==> src/rtl/rijndael_round_ctrl.sv <==
// Round sequencer for an iterative Rijndael encryption core: seeds and steps the key schedule and strobes the datapath.
// Optional feature: define RIJNDAEL_CTRL_ABORT_EN to add abort_i, which cancels a running job.
module rijndael_round_ctrl #(
   parameter  int NB      = 4,
   parameter  int NK      = 4,
   localparam int KEYSIZE = 32 * NK,
   localparam int NR      = ((NB > NK) ? NB : NK) + 6,
   localparam int RW      = $clog2(NR + 1)
) (
   input  logic               clk_i,
   input  logic               rst_ni,
   input  logic               in_valid_i,
   output logic               in_ready_o,
   input  logic [KEYSIZE-1:0] key_i,
   output logic [KEYSIZE-1:0] ks_key_o,
   output logic               ks_rst_no,
   output logic               ks_enable_o,
   output logic               load_o,
   output logic               round_en_o,
   output logic [RW-1:0]      round_o,
   output logic               first_round_o,
   output logic               last_round_o,
   output logic               out_valid_o,
   input  logic               out_ready_i,
`ifdef RIJNDAEL_CTRL_ABORT_EN
   input  logic               abort_i,
`endif
   output logic               busy_o
);

   typedef enum logic [1:0] {
      IDLE  = 2'd0,
      SEED  = 2'd1,
      ROUND = 2'd2,
      DONE  = 2'd3
   } state_t;

   localparam logic [RW-1:0] NR_L = RW'(NR);

   state_t               r_state;
   logic   [RW-1:0]      r_round;
   logic                 r_ksRstN;
   logic   [KEYSIZE-1:0] r_ksKey;

   state_t               w_nextState;
   logic   [RW-1:0]      w_nextRound;
   logic                 w_nextKsRstN;
   logic                 w_accept;

   always_ff @(posedge clk_i or negedge rst_ni) begin
      if (!rst_ni) begin
         r_state  <= IDLE;
         r_round  <= '0;
         r_ksRstN <= 1'b0;
         r_ksKey  <= '0;
      end else begin
         r_state  <= w_nextState;
         r_round  <= w_nextRound;
         r_ksRstN <= w_nextKsRstN;
         if (w_accept) begin
            r_ksKey <= key_i;
         end
      end
   end

   // Accepting a job pulls the schedule reset low for exactly the SEED cycle so it reloads from the latched key.
   always_comb begin
      w_nextState  = r_state;
      w_nextRound  = r_round;
      w_nextKsRstN = 1'b1;
      w_accept     = 1'b0;
      unique case (r_state)
         IDLE: begin
            if (in_valid_i) begin
               w_accept     = 1'b1;
               w_nextState  = SEED;
               w_nextRound  = '0;
               w_nextKsRstN = 1'b0;
            end
         end
         SEED: w_nextState = ROUND;
         ROUND: begin
            if (r_round == NR_L) begin
               w_nextState = DONE;
            end else begin
               w_nextRound = r_round + 1'b1;
            end
         end
         DONE: begin
            if (out_ready_i) begin
               w_nextState = IDLE;
               w_nextRound = '0;
            end
         end
         default: w_nextState = IDLE;
      endcase
`ifdef RIJNDAEL_CTRL_ABORT_EN
      if (abort_i && (r_state != IDLE)) begin
         w_nextState  = IDLE;
         w_nextRound  = '0;
         w_nextKsRstN = 1'b1;
         w_accept     = 1'b0;
      end
`endif
   end

   // Strobes depend only on registered state so no input reaches an output combinationally.
   always_comb begin
      in_ready_o    = (r_state == IDLE);
      load_o        = (r_state == SEED);
      round_en_o    = (r_state == ROUND);
      ks_enable_o   = (r_state == ROUND) && (r_round < NR_L);
      first_round_o = (r_state == ROUND) && (r_round == '0);
      last_round_o  = (r_state == ROUND) && (r_round == NR_L);
      out_valid_o   = (r_state == DONE);
      busy_o        = (r_state != IDLE);
   end

   assign round_o   = r_round;
   assign ks_rst_no = r_ksRstN;
   assign ks_key_o  = r_ksKey;

endmodule
==> config.mk <==
export PLATFORM = sky130hd
export DESIGN_NAME = rijndael_round_ctrl
export DESIGN_NICKNAME = d
export VERILOG_FILES = /design/src/rtl/rijndael_round_ctrl.sv
export SDC_FILE = /design/constraint.sdc
export NUM_CORES = 1
export LEC_CHECK = 0
export BUFFER_PORTS_ARGS = -buffer_cell sky130_fd_sc_hd__buf_2
export CAP_MARGIN = 20
export CORE_ASPECT_RATIO = 2
export CORE_MARGIN = 3
export CORE_UTILIZATION = 49
export CTS_CLUSTER_DIAMETER = 150
export DETAILED_ROUTE_END_ITERATION = 6
export PLACE_DENSITY = 0.88
export SYNTH_ARGS = -nofsm -noshare
export SYNTH_HDL_FRONTEND = slang
export SYNTH_SLANG_ARGS = --single-unit
==> constraint.sdc <==
create_clock -name clk_i -period 3.7 [get_ports clk_i]
set_input_delay 0.555 -clock clk_i [delete_from_list [all_inputs] [get_ports clk_i]]
set_output_delay 0.555 -clock clk_i [all_outputs]
set_load 0.05 [all_outputs]
[Yosys cells after proc, flatten, opt, wreduce, memory -nomap -nowiden]
Index checks and enable logic that the tools add are counted.
Storage, ports and cells
  word-level logic and storage cells: 35
  flip-flop bits (word level): 135
Operators by class
  add/subtract/negate cells: 1
  equality and inequality tests: 8
  $lt $le $gt $ge: 1
  multiplexer cells: 12
  reductions and logical operators: 9
Operator list (count)
  $mux 4: 3
  $pmux 4 s3: 1
  $pmux 2 s4: 1
  $mux 2: 3
  $add 4x1->4 const B: 1
  $eq 2x2->1 const B: 2
  $eq 4x4->1 const B: 1
  $logic_not 4->1: 1
  $lt 4x4->1 const B: 1
  $mux 1: 4
  $ne 2x1->1 const B: 2
  $ne 2x2->1 const B: 2
  $reduce_and 4->1: 1
  $logic_and 1x1->1: 3
  $reduce_and 3->1: 1
  $reduce_bool 3->1: 1
  $eq 2x1->1 const B: 1
  $logic_not 2->1: 1
  $reduce_bool 2->1: 1

[Longest topological paths before layout]
  depth in word-level cells: 3
  mapped depth: 6
  depth with buffers taken out: 5

[Least setup slack after synthesis]
No wires, ideal clock.
  path type: flip-flop to output port
  start: register r_state[0]
  end: output port first_round_o
  data required time: 3.145 ns
  setup slack: 0.678 ns
  stages on the path, launching flop included: 6
  data arrival time: 2.467 ns
  cell sequence: dfrtp_1 > inv_1 > ha_1 > buf_2 > nand2_1 > nor3b_1
On the way
  cells in the longest elaborated chain, start to end: 2
Ends and longest elaborated chain
  start: declaration: line 40  | state_t r_state;
  start signal: assignment: line 57  | r_state <= w_nextState;
  $eq 2x2->1
  via round_en_o: line 19  | output logic round_en_o,
  $logic_and 1x1->1: line 113  | first_round_o = (r_state == ROUND) && (r_round == '0);
  end: declaration: line 21  | output logic first_round_o,
The timed path passes the listed nets, and every way through them passes these cells.

[Final worst setup path]
  start: register r_state[0]
  end: output port first_round_o
On the way
  cells in the longest elaborated chain, start to end: 2
Ends and longest elaborated chain (line)
  $eq 2x2->1: 113
  $logic_and 1x1->1: 113
Every way passes these cells.

==> key figures <==
CTS
  • Clock Tree Buf Depth: 2
  • Post_cts resized: 0
  • CTS buffer count: 17
  • CTS tree: done
  • Clock-pin slew on the worst setup and hold paths: 0.06 ns
  • Root buf cell: clkbuf_16
  • CTS Sinks: 135
  • CTS hold repair buffers: 0
  • Postcts setup bufs: 0
  • H-Tree Depth: 4
  • Clock Latency Late Sink: 0.40 ns

Synthesis
  • Ranking of synthesized cells by area: dfrtp_1 (63%), mux2_2 (27%), buf_6 (2.7%), ha_1 (2.1%), inv_1 (0.49%)
  • Yosys warnings: 0
  • Post-synthesis cell type count: 25
  • Post-synth top area cell: dfrtp_1
  • Post-synthesis simple-gate area fraction: 2.23%
  • Post-synth EDFFs: 0
  • Largest family of logic cells by synthesized area: multiplexers
  • Synth Cell Area: 5320 um^2
  • Seq cells post-synth: 135
  • Mux cell area share after synthesis: 27.4%
  • Cell count after synthesis: 320
  • Adder and majority gate portion of the synthesized area: 2.12%
  • Top-area cell type share of the netlist area: 63.5%
  • Complex-gate fraction of the synthesized area: 1.41%
  • Syn Nets: 461
  • Average cell area after synthesis: 16.6 um^2
  • Predominant post-synthesis flop cell: dfrtp_1
  • Synth async-reset ratio: 100%
  • Post-Synth XOR/XNOR Area: 0%
  • Seq/Total Area, Yosys: 63.5%

Global route
  • Total gr overflow: 0
  • Vias in the first global route: 4161
  • Antenna violations before repair: 1
  • First-pass GRT wire length: 20900 um
  • Largest net degree at the start of global routing: 74
  • Total GRT Usage: 22.4%

STA
  • Final setup viols: 0
  • Ratio of final minimum period to clock period: 67.9%
  • Fin. Hold Viols: 0
  • F_max: 398 MHz
  • Slew at the pin with the worst max-slew slack: 0.956 ns
  • Relative slew slack: 36.3%
  • Clk_skew: 0.00803 ns
  • Minimum clock period: 2.51 ns
  • Setup TNS: 0 ns
  • Unrepaired setup endpoints after global routing: false
  • Fin. max-slew vios: 0

Place
  • Routability cong.: 0.825
  • Inst Count DP: 718
  • Dpl hpwl: 10200 um
  • PortBufs: 272

Setup path
  • Critical path peak fanout: 10
  • CP delay by family, top: buffers and inverters
  • Slowest-stage cell, CP: dfrtp_1
  • Crit end category: primary output
  • CP arrival: 1.96 ns
  • Critical path type: flip-flop to primary output
  • Cell Chain, Critical Path: inv_1 > ha_1 > nand2_1 > nor3b_1 > buf_2
  • Worst path bufs/invs: 2
  • CP max stage delay: 0.41 ns
  • Worst EP required: 3.14 ns
  • CP Launch Type: flip-flop

Cells and area
  • Layout cells sized above 1: 71.6%
  • Register area: 3380 um^2
  • Syn-to-layout area delta: 38.1%
  • Fill cells: 728
  • Nets: 741
  • Multi-input logic area: 1770 um^2
  • Finished Layout Cells: 751

Floorplan
  • Initial Utilization: 50.5%
  • Ports: 273
  • Core area: 10500 um^2
  • Die Span Y: 153 um
  • Die Width: 79.7 um
  • Die ar.: 12200 um^2
  • # rows: 53

Route
  • Drt wl/cell: 17.9 um
  • Post-DRT Antenna Nets: 0
  • Vias per std cell: 5.02
  • WL final: 13500 um
  • Vias post-DR: 3771
  • Pre-antenna DRT Iters: 4
  • Drt drc: 0
  • DR iter-0 viols: 119

Run status
  • Status: complete, no violations

Job
  • Max Cap Viol: 0

Worst hold path
  • Hold Path Class: input port to asynchronous set/reset pin
layout by cell type (no fill, tap or decap):
master,count
nand2_1,2
a2111oi_0,1
o21ai_0,2
clkbuf_16,17
clkinv_2,3
o31ai_1,1
clkbuf_8,2
buf_2,271
nor2b_1,2
and4b_1,1
and2_1,1
o41ai_1,2
a211o_1,1
ha_1,9
o32ai_1,2
nor3b_1,1
buf_4,3
nand2_4,1
nand4b_1,1
nand3_1,1
a21oi_1,1
nor4_1,2
dfrtp_1,135
bufinv_16,2
clkinvlp_4,2
clkbuf_1,2
nand3b_4,1
diode_2,1
mux2_4,1
inv_1,7
nor2b_4,1
clkinv_4,4
or3_4,1
buf_12,2
mux2_2,128
layer usage:
metal / track usage [%] / vias to the layer above / share of wire, %
li1: - / 1697 / -
met1: 23.4 / 1864 / 34
met2: 40.5 / 173 / 56
met3: 5.31 / 37 / 6.3
met4: 11.3 / 0 / 3.8
met5: 0 / - / 0
layout make-up:
| class | instances | share of cell area, % |
|---|---|---|
| Antenna cell | 1 | 0.0340 |
| Clock buffer | 21 | 6.26 |
| Clock inverter | 11 | 1.70 |
| Inverter | 7 | 0.357 |
| Multi-Input combinational cell | 163 | 24.1 |
| Sequential cell | 135 | 45.9 |
| Tap cell | 137 | 2.33 |
| Timing Repair Buffer | 276 | 19.3 |
path summary, 6_finish.rpt:
path | start | end | slack, ns | depth (start not counted)
min reg2reg | ks_key_o[83]$_DFFE_PN0P_ | ks_key_o[83]$_DFFE_PN0P_ | 0.50 | 1
max | r_state[0]$_DFFE_PN0P_ | first_round_o | 1.19 | 5
max reg2reg | r_state[0]$_DFFE_PN0P_ | ks_key_o[86]$_DFFE_PN0P_ | 1.32 | 5
max in group asynchronous | rst_ni | ks_key_o[40]$_DFFE_PN0P_ | 2.74 | 2
min in group clk_i | key_i[23] | ks_key_o[23]$_DFFE_PN0P_ | 0.38 | 2
min | rst_ni | ks_key_o[24]$_DFFE_PN0P_ | 0.09 | 1
metrics by stage:
stage | util (%) | cell area [um^2] | hold slack (ns) | worst slack [ns]
detailed placement | 64.2 | 6770 | 0.487 | 1.31
global placement | 64.2 | 6770 | 0.483 | 1.43
finish | 69.7 | 7350 | 0.0910 | 1.19
floorplan | - | 5320 | 0.259 | 0.678
global route | 69.7 | 7350 | 0.0983 | 1.04
CTS | 69.7 | 7350 | 0.0881 | 1.19
cells by family after synthesis:
| kind of cell | Yosys count |
|---|---|
| flops | 135 |
| mux | 129 |
| buf+inv | 22 |
| compound gates | 10 |
| simple gates | 15 |
| fa+ha+maj | 9 |
synth_stat cells, drive strengths merged (2+ instances only):
| cell | n |
|---|---|
| nor2b | 3 |
| dfrtp | 135 |
| nor4 | 2 |
| buf | 15 |
| o32ai | 2 |
| o21ai | 2 |
| inv | 7 |
| o41ai | 2 |
| mux2 | 129 |
| nand2 | 3 |
| ha | 9 |
flip-flops by register name (all words and copies together), names as in the netlist:
signal / cells
r_state: 2
round_o: 4
ks_key_o: 128
ks_rst_no: 1
Power is left out: the tool's default activity adds up to more than one toggle a clock period on the data nets, which glitch-free logic cannot reach.
